$ cat config.mk
export PLATFORM = sky130hd
export DESIGN_NAME = uart_tx_mmio_flat
export DESIGN_NICKNAME = d
export VERILOG_FILES = /design/src/rtl/uart_tx_mmio_if.sv /design/src/rtl/uart_tx_mmio.sv /design/src/flat_wrapper.sv
export SDC_FILE = /design/constraint.sdc
export NUM_CORES = 1
export LEC_CHECK = 0
export CAP_MARGIN = 0
export CORE_MARGIN = 2
export CORE_UTILIZATION = 55
export CTS_CLUSTER_DIAMETER = 40
export DETAILED_ROUTE_END_ITERATION = 8
export DONT_BUFFER_PORTS = 1
export HOLD_SLACK_MARGIN = 0.12
export PLACE_DENSITY = 0.67
export SLEW_MARGIN = 20
export SYNTH_ARGS = -nofsm -noshare
export SYNTH_HDL_FRONTEND = slang
export SYNTH_SLANG_ARGS = --single-unit
$ cat constraint.sdc
create_clock -name CLK -period 9.7 [get_ports CLK]
set_input_delay 1.455 -clock CLK [delete_from_list [all_inputs] [get_ports CLK]]
set_output_delay 1.455 -clock CLK [all_outputs]
set_load 0.01 [all_outputs]
$ cat src/rtl/uart_tx_mmio_if.sv
// Core data-bus port into the UART transmitter register block.
// Latency: none; this is a wiring bundle only.
// Backpressure: none; stores to a full FIFO are dropped by the slave, not stalled.
interface uart_tx_mmio_if;
  logic [9:0]  daddr;
  logic [31:0] ddata_w;
  logic        d_w;
  logic        d_r;
  logic        sel;
  logic [31:0] ddata_r;

  // Core side drives address, data and strobes; it receives the decode and read data.
  modport master (
    output daddr, ddata_w, d_w, d_r,
    input  sel, ddata_r
  );

  // Peripheral side decodes the address and returns combinational read data.
  modport slave (
    input  daddr, ddata_w, d_w, d_r,
    output sel, ddata_r
  );
endinterface

$ cat src/rtl/uart_tx_mmio.sv
// Memory-mapped 8N1 UART transmitter: byte FIFO fed by core stores, serialised on txd.
// Latency: push visible in count at the store edge; txd start bit begins one edge later when idle.
// Backpressure: none; a store to a full FIFO is dropped and sets the sticky overflow flag.

// Generic circular-buffer FIFO: push ignored when full, pop ignored when empty.
// Latency: head is combinational from storage; count updates at the push/pop edge.
// Backpressure: full/empty flags are pre-edge state; a same-cycle pop never frees room for a push.
module fifo #(
  parameter int WIDTH = 8,
  parameter int DEPTH = 8
) (
  input  logic                   CLK,
  input  logic                   RSTn,
  input  logic                   push,
  input  logic                   pop,
  input  logic [WIDTH-1:0]       din,
  output logic [WIDTH-1:0]       dout,
  output logic [$clog2(DEPTH):0] count,
  output logic                   full,
  output logic                   empty
);
  localparam int AW = $clog2(DEPTH);
  localparam int CW = AW + 1;

  logic [WIDTH-1:0] mem [DEPTH];
  logic [AW-1:0]    wr_ptr;
  logic [AW-1:0]    rd_ptr;
  logic             do_push;
  logic             do_pop;

  assign full    = (count == CW'(DEPTH));
  assign empty   = (count == '0);
  assign do_push = push & ~full;
  assign do_pop  = pop & ~empty;
  assign dout    = mem[rd_ptr];

  // Pointers wrap naturally because DEPTH is a power of two; count tracks occupancy.
  always_ff @(posedge CLK or negedge RSTn) begin
    if (!RSTn) begin
      wr_ptr <= '0;
      rd_ptr <= '0;
      count  <= '0;
    end else begin
      if (do_push) wr_ptr <= wr_ptr + 1'b1;
      if (do_pop)  rd_ptr <= rd_ptr + 1'b1;
      case ({do_push, do_pop})
        2'b10:   count <= count + 1'b1;
        2'b01:   count <= count - 1'b1;
        default: count <= count;
      endcase
    end
  end

  // Storage array carries no reset; contents are only meaningful behind the pointers.
  always_ff @(posedge CLK) begin
    if (do_push) mem[wr_ptr] <= din;
  end
endmodule

module uart_tx_mmio #(
  parameter logic [9:0] BASE       = 10'h3F0,
  parameter int         CLK_DIV    = 434,
  parameter int         FIFO_DEPTH = 8
) (
  input  logic           CLK,
  input  logic           RSTn,
  uart_tx_mmio_if.slave  bus,
  output logic           txd,
  output logic           irq
);
  localparam int          CW        = $clog2(FIFO_DEPTH) + 1;
  localparam logic [15:0] BAUD_LAST = 16'(CLK_DIV - 1);

  typedef enum logic [1:0] {IDLE, START, DATA, STOP} state_t;

  state_t      state;
  state_t      state_nx;
  logic [15:0] baud;
  logic [15:0] baud_nx;
  logic [2:0]  bit_idx;
  logic [2:0]  bit_idx_nx;
  logic [7:0]  shift;
  logic [7:0]  shift_nx;
  logic        txd_nx;
  logic        irq_nx;
  logic        pop;
  logic        baud_done;

  logic [1:0]    offset;
  logic          push_req;
  logic          push_ok;
  logic          ovf;
  logic          ovf_set;
  logic          ovf_clr;
  logic [31:0]   status;

  logic [7:0]    fifo_dout;
  logic [CW-1:0] fifo_count;
  logic          fifo_full;
  logic          fifo_empty;

  // Upper store-data bits have no register behind them.
  logic unused_wdata;
  assign unused_wdata = ^bus.ddata_w[31:8];

  // ---------------- bus decode ----------------
  assign bus.sel  = (bus.daddr[9:2] == BASE[9:2]);
  assign offset   = bus.daddr[1:0];
  assign push_req = bus.sel & bus.d_w & (offset == 2'd0);
  assign push_ok  = push_req & ~fifo_full;
  assign ovf_set  = push_req & fifo_full;
  assign ovf_clr  = bus.sel & bus.d_w & (offset == 2'd1) & bus.ddata_w[3];

  // Assemble STATUS from pre-edge register state.
  always_comb begin
    status               = '0;
    status[0]            = (state != IDLE);
    status[1]            = fifo_full;
    status[2]            = fifo_empty;
    status[3]            = ovf;
    status[8 +: CW]      = fifo_count;
  end

  // Zero-latency read mux; only STATUS returns non-zero data.
  always_comb begin
    bus.ddata_r = '0;
    if (bus.sel && bus.d_r && offset == 2'd1) begin
      bus.ddata_r = status;
    end
  end

  fifo #(
    .WIDTH (8),
    .DEPTH (FIFO_DEPTH)
  ) u_fifo (
    .CLK   (CLK),
    .RSTn  (RSTn),
    .push  (push_req),
    .pop   (pop),
    .din   (bus.ddata_w[7:0]),
    .dout  (fifo_dout),
    .count (fifo_count),
    .full  (fifo_full),
    .empty (fifo_empty)
  );

  // ---------------- bit-timing FSM ----------------
  assign baud_done = (baud == BAUD_LAST);

  // Next-state logic; txd_nx is the line level for the state being entered so txd stays a flop.
  always_comb begin
    state_nx   = state;
    baud_nx    = baud;
    bit_idx_nx = bit_idx;
    shift_nx   = shift;
    txd_nx     = txd;
    pop        = 1'b0;
    case (state)
      IDLE: begin
        txd_nx = 1'b1;
        if (!fifo_empty) begin
          pop      = 1'b1;
          shift_nx = fifo_dout;
          state_nx = START;
          baud_nx  = '0;
          txd_nx   = 1'b0;
        end
      end
      START: begin
        if (baud_done) begin
          state_nx   = DATA;
          baud_nx    = '0;
          bit_idx_nx = '0;
          txd_nx     = shift[0];
        end else begin
          baud_nx = baud + 16'd1;
        end
      end
      DATA: begin
        if (baud_done) begin
          baud_nx = '0;
          if (bit_idx == 3'd7) begin
            state_nx = STOP;
            txd_nx   = 1'b1;
          end else begin
            bit_idx_nx = bit_idx + 3'd1;
            shift_nx   = {1'b0, shift[7:1]};
            txd_nx     = shift[1];
          end
        end else begin
          baud_nx = baud + 16'd1;
        end
      end
      STOP: begin
        if (baud_done) begin
          baud_nx = '0;
          if (!fifo_empty) begin
            // Chain straight into the next start bit with no idle gap.
            pop      = 1'b1;
            shift_nx = fifo_dout;
            state_nx = START;
            txd_nx   = 1'b0;
          end else begin
            state_nx = IDLE;
            txd_nx   = 1'b1;
          end
        end else begin
          baud_nx = baud + 16'd1;
        end
      end
      default: begin
        state_nx = IDLE;
        baud_nx  = '0;
        txd_nx   = 1'b1;
      end
    endcase
  end

  // Entering IDLE implies the FIFO was empty before the edge and nothing popped,
  // so post-edge emptiness only depends on whether a store lands this cycle.
  assign irq_nx = (state_nx == IDLE) & fifo_empty & ~push_ok;

  // FSM, shifter and line registers; reset forces the line high immediately.
  always_ff @(posedge CLK or negedge RSTn) begin
    if (!RSTn) begin
      state   <= IDLE;
      baud    <= '0;
      bit_idx <= '0;
      shift   <= '0;
      txd     <= 1'b1;
      irq     <= 1'b1;
    end else begin
      state   <= state_nx;
      baud    <= baud_nx;
      bit_idx <= bit_idx_nx;
      shift   <= shift_nx;
      txd     <= txd_nx;
      irq     <= irq_nx;
    end
  end

  // Sticky overflow; a dropped store in the same cycle as a clear keeps it set.
  always_ff @(posedge CLK or negedge RSTn) begin
    if (!RSTn) begin
      ovf <= 1'b0;
    end else if (ovf_set) begin
      ovf <= 1'b1;
    end else if (ovf_clr) begin
      ovf <= 1'b0;
    end
  end
endmodule

$ cat src/flat_wrapper.sv
// flat-port wrapper written by rule: the top's interface ports become plain ports
module uart_tx_mmio_flat 
#(
  parameter logic [9:0] BASE       = 10'h3F0,
  parameter int         CLK_DIV    = 434,
  parameter int         FIFO_DEPTH = 8
)
  (CLK, RSTn, txd, irq, bus_daddr, bus_ddata_w, bus_d_w, bus_d_r, bus_sel, bus_ddata_r);
  uart_tx_mmio_if bus_i ();
  input  logic CLK;
  input  logic RSTn;
  output logic txd;
  output logic irq;
  input wire logic [$bits(bus_i.daddr)-1:0] bus_daddr;
  input wire logic [$bits(bus_i.ddata_w)-1:0] bus_ddata_w;
  input wire logic [$bits(bus_i.d_w)-1:0] bus_d_w;
  input wire logic [$bits(bus_i.d_r)-1:0] bus_d_r;
  output wire logic [$bits(bus_i.sel)-1:0] bus_sel;
  output wire logic [$bits(bus_i.ddata_r)-1:0] bus_ddata_r;
  assign bus_i.daddr = bus_daddr;
  assign bus_i.ddata_w = bus_ddata_w;
  assign bus_i.d_w = bus_d_w;
  assign bus_i.d_r = bus_d_r;
  assign bus_sel = bus_i.sel;
  assign bus_ddata_r = bus_i.ddata_r;
  uart_tx_mmio #(.BASE(BASE), .CLK_DIV(CLK_DIV), .FIFO_DEPTH(FIFO_DEPTH)) u_core (.CLK(CLK), .RSTn(RSTn), .bus(bus_i), .txd(txd), .irq(irq));
endmodule
# Word level (Yosys, flattened, before mapping)
# Memory sizes are Yosys's and may differ from the RTL's.
# Cells that the tools add are included.
# classes
addsub,6
n_eq_ne,15
muxes,34
n_bitwise,12
reduce_logical,15
# op_table
operator,n
16-bit 2-to-1 mux,2
8-bit 2-to-1 mux,4
16-bit one-hot mux with 2 select lines,1
8-bit one-hot mux with 3 select lines,1
"16-bit by 1-bit adder with 16-bit output, second input constant",1
"16-bit by 9-bit == test with 1-bit output, second input constant",1
1-bit 2-to-1 mux,12
12-bit 2-to-1 mux,1
2-bit 2-to-1 mux,5
"3-bit by 1-bit adder with 3-bit output, second input constant",3
1-bit bitwise AND,9
3-bit 2-to-1 mux,3
"8-bit == test, second input constant",1
2-bit one-hot mux with 4 select lines,1
4-bit one-hot mux with 2 select lines,1
4-bit AND reduction,2
2-bit nonzero test,4
"2-bit by 1-bit == test with 1-bit output, second input constant",3
"2-bit == test, second input constant",3
2-bit zero test,3
"2-bit by 1-bit inequality test with 1-bit output, second input constant",3
3-bit one-hot mux with 2 select lines,1
"4-bit by 1-bit adder with 4-bit output, second input constant",1
"4-bit == test, second input constant",1
other kinds (11),15
# word_totals
reg_bits,42
ramBits,64
input_bits,46
output_inout_bits,35
elab_cells,93
memories,1
# memory_table
name,depth,word_bits,rd,rd_ports_with_merged_regs,write_ports,line_no,source
u_core.u_fifo.mem,8,8,1,0,1,uart_tx_mmio.sv:25,logic [WIDTH-1:0] mem [DEPTH];

# Depth between registers and ports, before layout
# logic_depth
word_depth,7
mapped_depth,13

# Hierarchy
# A second synthesis with hierarchy kept.
# hier_totals
hier_cells,405
area_unflattened_um2,5297.6
# modules_own_cells
module,n_inst,cells_per_inst,area_each_um2
fifo,1,160,3124.2
uart_tx_mmio,1,245,2173.3

# Worst setup path after synthesis
# No wires, ideal clock.
# synth_timing
kind,in2out
startpoint,input bus_daddr[8]
endpoint,output bus_ddata_r[1]
t_arrival_ps,2593
required_time_ps,8245
setup_slack_ps,5652
path_stages,5
path_buffers,1
cell_sequence,nand4_1 or4_1 clkbuf_1 nor3_1 and2_1
# synth_between
elab_chain_cells,4
# synth_lines
item,line_no,source
from (decl),flat_wrapper.sv:14,input wire logic [$bits(bus_i.daddr)-1:0] bus_daddr;
8-bit == test,uart_tx_mmio.sv:107,assign bus.sel = (bus.daddr[9:2] == BASE[9:2]);
1-bit logical AND (2 in series),uart_tx_mmio.sv:127,if (bus.sel && bus.d_r && offset == 2'd1) begin
12-bit 2-to-1 mux,uart_tx_mmio.sv:127,
to (decl),flat_wrapper.sv:19,output wire logic [$bits(bus_i.ddata_r)-1:0] bus_ddata_r;
# Every way passes these cells.

# Worst setup path after layout
# layout_timing
startpoint,input bus_daddr[8]
endpoint,output bus_ddata_r[11]
# Same word-level chain as after synthesis.

==> summary.txt <==
Final Non-Filler Cells: 500
Critical Path AT: 2740 ps
Vias per cell: 5.962
Final TNS setup: 0 ps
Post-cts sizing count: 0
Initial antenna violation count: 0
GRT Residual Overflow: 0
Maxcap violations: 0
Distinct cells, synth: 56
Number of CTS-inserted buffers: 9
Sw Share: 32.33%
Via count: 2981
Hold Crit Start: u_core.shift[6]
Leading cell type in the layout, fill and taps excluded: edfxtp_1
Final Cycle Share: 43.23%
Post-synth top flop: edfxtp_1
Fraction of layout cells with a size suffix above 1: 13.11%
Max H-tree Level: 3
Critical R2R Capture: u_core.u_fifo.count[3]
Hold Crit Class: reg -> reg
Max Clock Skew: 14.83 ps
Clock sinks: 106
Vias in the first global route: 2938
Worst Tran Pin Value: 931.2 ps
Hold_buf cts: 0
Post-route DRC: 0
Post-DP HPWL: 6320 um
Worst flop-to-flop path startpoint: u_core.baud[1]
Core area: 9109 sq um
WS Path Type: in -> out
Syn Area/Cell: 13.17 sq um
Mapped Cells: 386
Leak pwr: 2.014 nW
Slew Viols, Final: 0
Root Buffer: clkbuf_8
Final Wtd Congestion: 0.8514
Port bufs: 0
CTS tree: done
Die area: 10030 sq um
WL final: 9216 um
Sw power: 0.4032 mW
Gr usage total: 20.23%
Critical Path Sink Type: primary output
Internal power: 0.8439 mW
Chip width: 100.1 um
Syn. warnings: 0
PwrDens: 235.6 nW/um^2
Die Ht: 100.1 um
Cell Rows: 35
Final Hold Slack: 505.9 ps
Final net count: 444
Synth Cell Area: 5084 sq um
Worst Hold End: u_core.shift[6]
WHS Path Cells: 1
EDFF count, synth: 64
Drt initial violations: 136
Initial Utilization: 55.81%
Largest net degree at the start of global routing: 43
Antenna Diode Count: 0
Clock network fraction of total power: 22.6%
CP Max Fanout: 6
Worst-path clk slew: 100 ps
Ys async rst share: 39.62%
First-pass GRT wire length: 15250 um
Commonest non-fill, non-tap cells in the layout: edfxtp_1 (64), dfrtp_1 (39), nand2_1 (32)
Rel. slew slack: 37.35%
Synth-to-Final Area Change: 4.135%
VDD IR max: 0.09875 mV
Share of power burned in combinational logic: 28.3%
Min cycle time layout: 4193 ps
R2R Setup Slk: 6310 ps
Top Ports: 81
Max clock buf depth: 2
Outcome: complete, no violations
Routed len/inst: 18.43 um
Worst-case reg-to-reg path depth: 13
Fin. Hold Viols: 0
Clock Latency Late Sink: 360 ps
Sequential-to-total area share from yosys stat: 58.53%
Final setup fails: 0
Worst Path Required: 8250 ps
Placed insts: 484
Max Clk Rate: 0.2385 GHz
DR pass1 iterations: 4
Setup Buffers After CTS: 0
Seq pwr share: 49.1%
RSZ-0062 raised after global routing: false
CP startpoint kind: input port
Number of synthesized register bits: 106
Routed Antenna Nets: 0
==> stage by stage <==
step	util [%]	cell area (sq um)	setup slack, ps	power (mW)
final	58.12	5294	5507	1.247
after global routing	58.12	5294	5394	1.323
after CTS	58.12	5294	5504	1.257
after detailed placement	55.82	5085	5510	0.9763
after global placement	55.81	5084	5549	0.9657
after floorplan	-	5170	5652	0.9104
==> flip-flops by register name, summed over array words and instances, names as in the netlist <==
register / count
u_core.ovf: 1
u_core.baud: 16
u_core.state: 2
u_core.u_fifo.mem: 64
u_core.u_fifo.rd_ptr: 3
u_core.u_fifo.wr_ptr: 3
u_core.irq: 1
u_core.shift: 8
u_core.bit_idx: 3
u_core.txd: 1
u_core.u_fifo.count: 4
==> metal layers <==
layer / GRT usage [%] / part of all wire, %
met1: 27.52 / 46
met2: 32.47 / 50
met3: 4.875 / 3.0
met4: 6.533 / 1.1
met5: 0 / 0
==> worst max-delay path: stages <==
cell and delay [ps]:
nand4_1 110, or4_1 620, nor3_1 320, and2_1 230
==> layout make-up <==
cell class                 count  area (sq um)
tap                          111         138.9
multi-input combinational    255          1924
clock inverter                 6         81.33
fill                         740          3815
sequential                   106          2977
inverter                      12         45.04
clock buffer                  10         127.6
==> cell usage after synthesis, drive strengths merged (2+ instances only) <==
library cell	number	share of area, %
mux2i	10	2.0
a21oi	5	0.49
xnor2	4	0.69
nand3	5	0.49
nor4	9	1.4
inv	12	0.89
clkbuf	9	0.66
xor2	4	0.69
nand2b	4	0.49
o31ai	2	0.30
a22o	6	1.0
nor3	15	1.6
nor2	18	1.3
nand4	5	0.62
nor3b	2	0.30
and3	4	0.49
nor2b	2	0.25
dfrtp	40	20
o21ai	26	2.6
a21o	6	0.89
mux2	10	2.2
a311oi	2	0.34
nand2	32	2.4
or4	4	0.59
buf	27	4.0
ha	13	3.2
and2	5	0.62
or3	3	0.37
mux4	16	7.1
dfstp	2	1.0
edfxtp	64	38
==> cell families (layout without fill, tap and decap cells) <==
| family | count (synthesis) | count (layout) | synth area share, % |
|---|---|---|---|
| AOI/OAI and AO/OA | 57 | 57 | 7.187 |
| xor gates and xnor gates | 8 | 8 | 1.378 |
| adders and majority gates | 14 | 14 | 3.593 |
| buffers and inverters | 48 | 28 | 5.513 |
| DFF | 106 | 106 | 58.53 |
| muxes | 36 | 36 | 11.27 |
| other | 1 | 24 | 0.07377 |
| and+or+nand+nor | 116 | 116 | 12.45 |
==> power by group through the flow <==
stage / Clock [mW] / Combinational, mW / Sequential, mW
finish: 0.282 / 0.353 / 0.612
detailed placement: 0 / 0.352 / 0.625
floorplan: 0 / 0.344 / 0.567
global placement: 0 / 0.343 / 0.623
CTS: 0.289 / 0.353 / 0.615
global route: 0.308 / 0.391 / 0.624
==> worst max-delay path by stage <==
stage                            endpoint  slack [ps]          from
after floorplan            bus_ddata_r[1]        5650  bus_daddr[8]
after global placement     bus_ddata_r[1]        5550  bus_daddr[8]
after detailed placement  bus_ddata_r[11]        5510  bus_daddr[8]
after CTS                 bus_ddata_r[11]        5500  bus_daddr[8]
after global routing      bus_ddata_r[11]        5390  bus_daddr[8]
final                     bus_ddata_r[11]        5510  bus_daddr[8]
No activity file was read; power rests on OpenSTA's default activity.
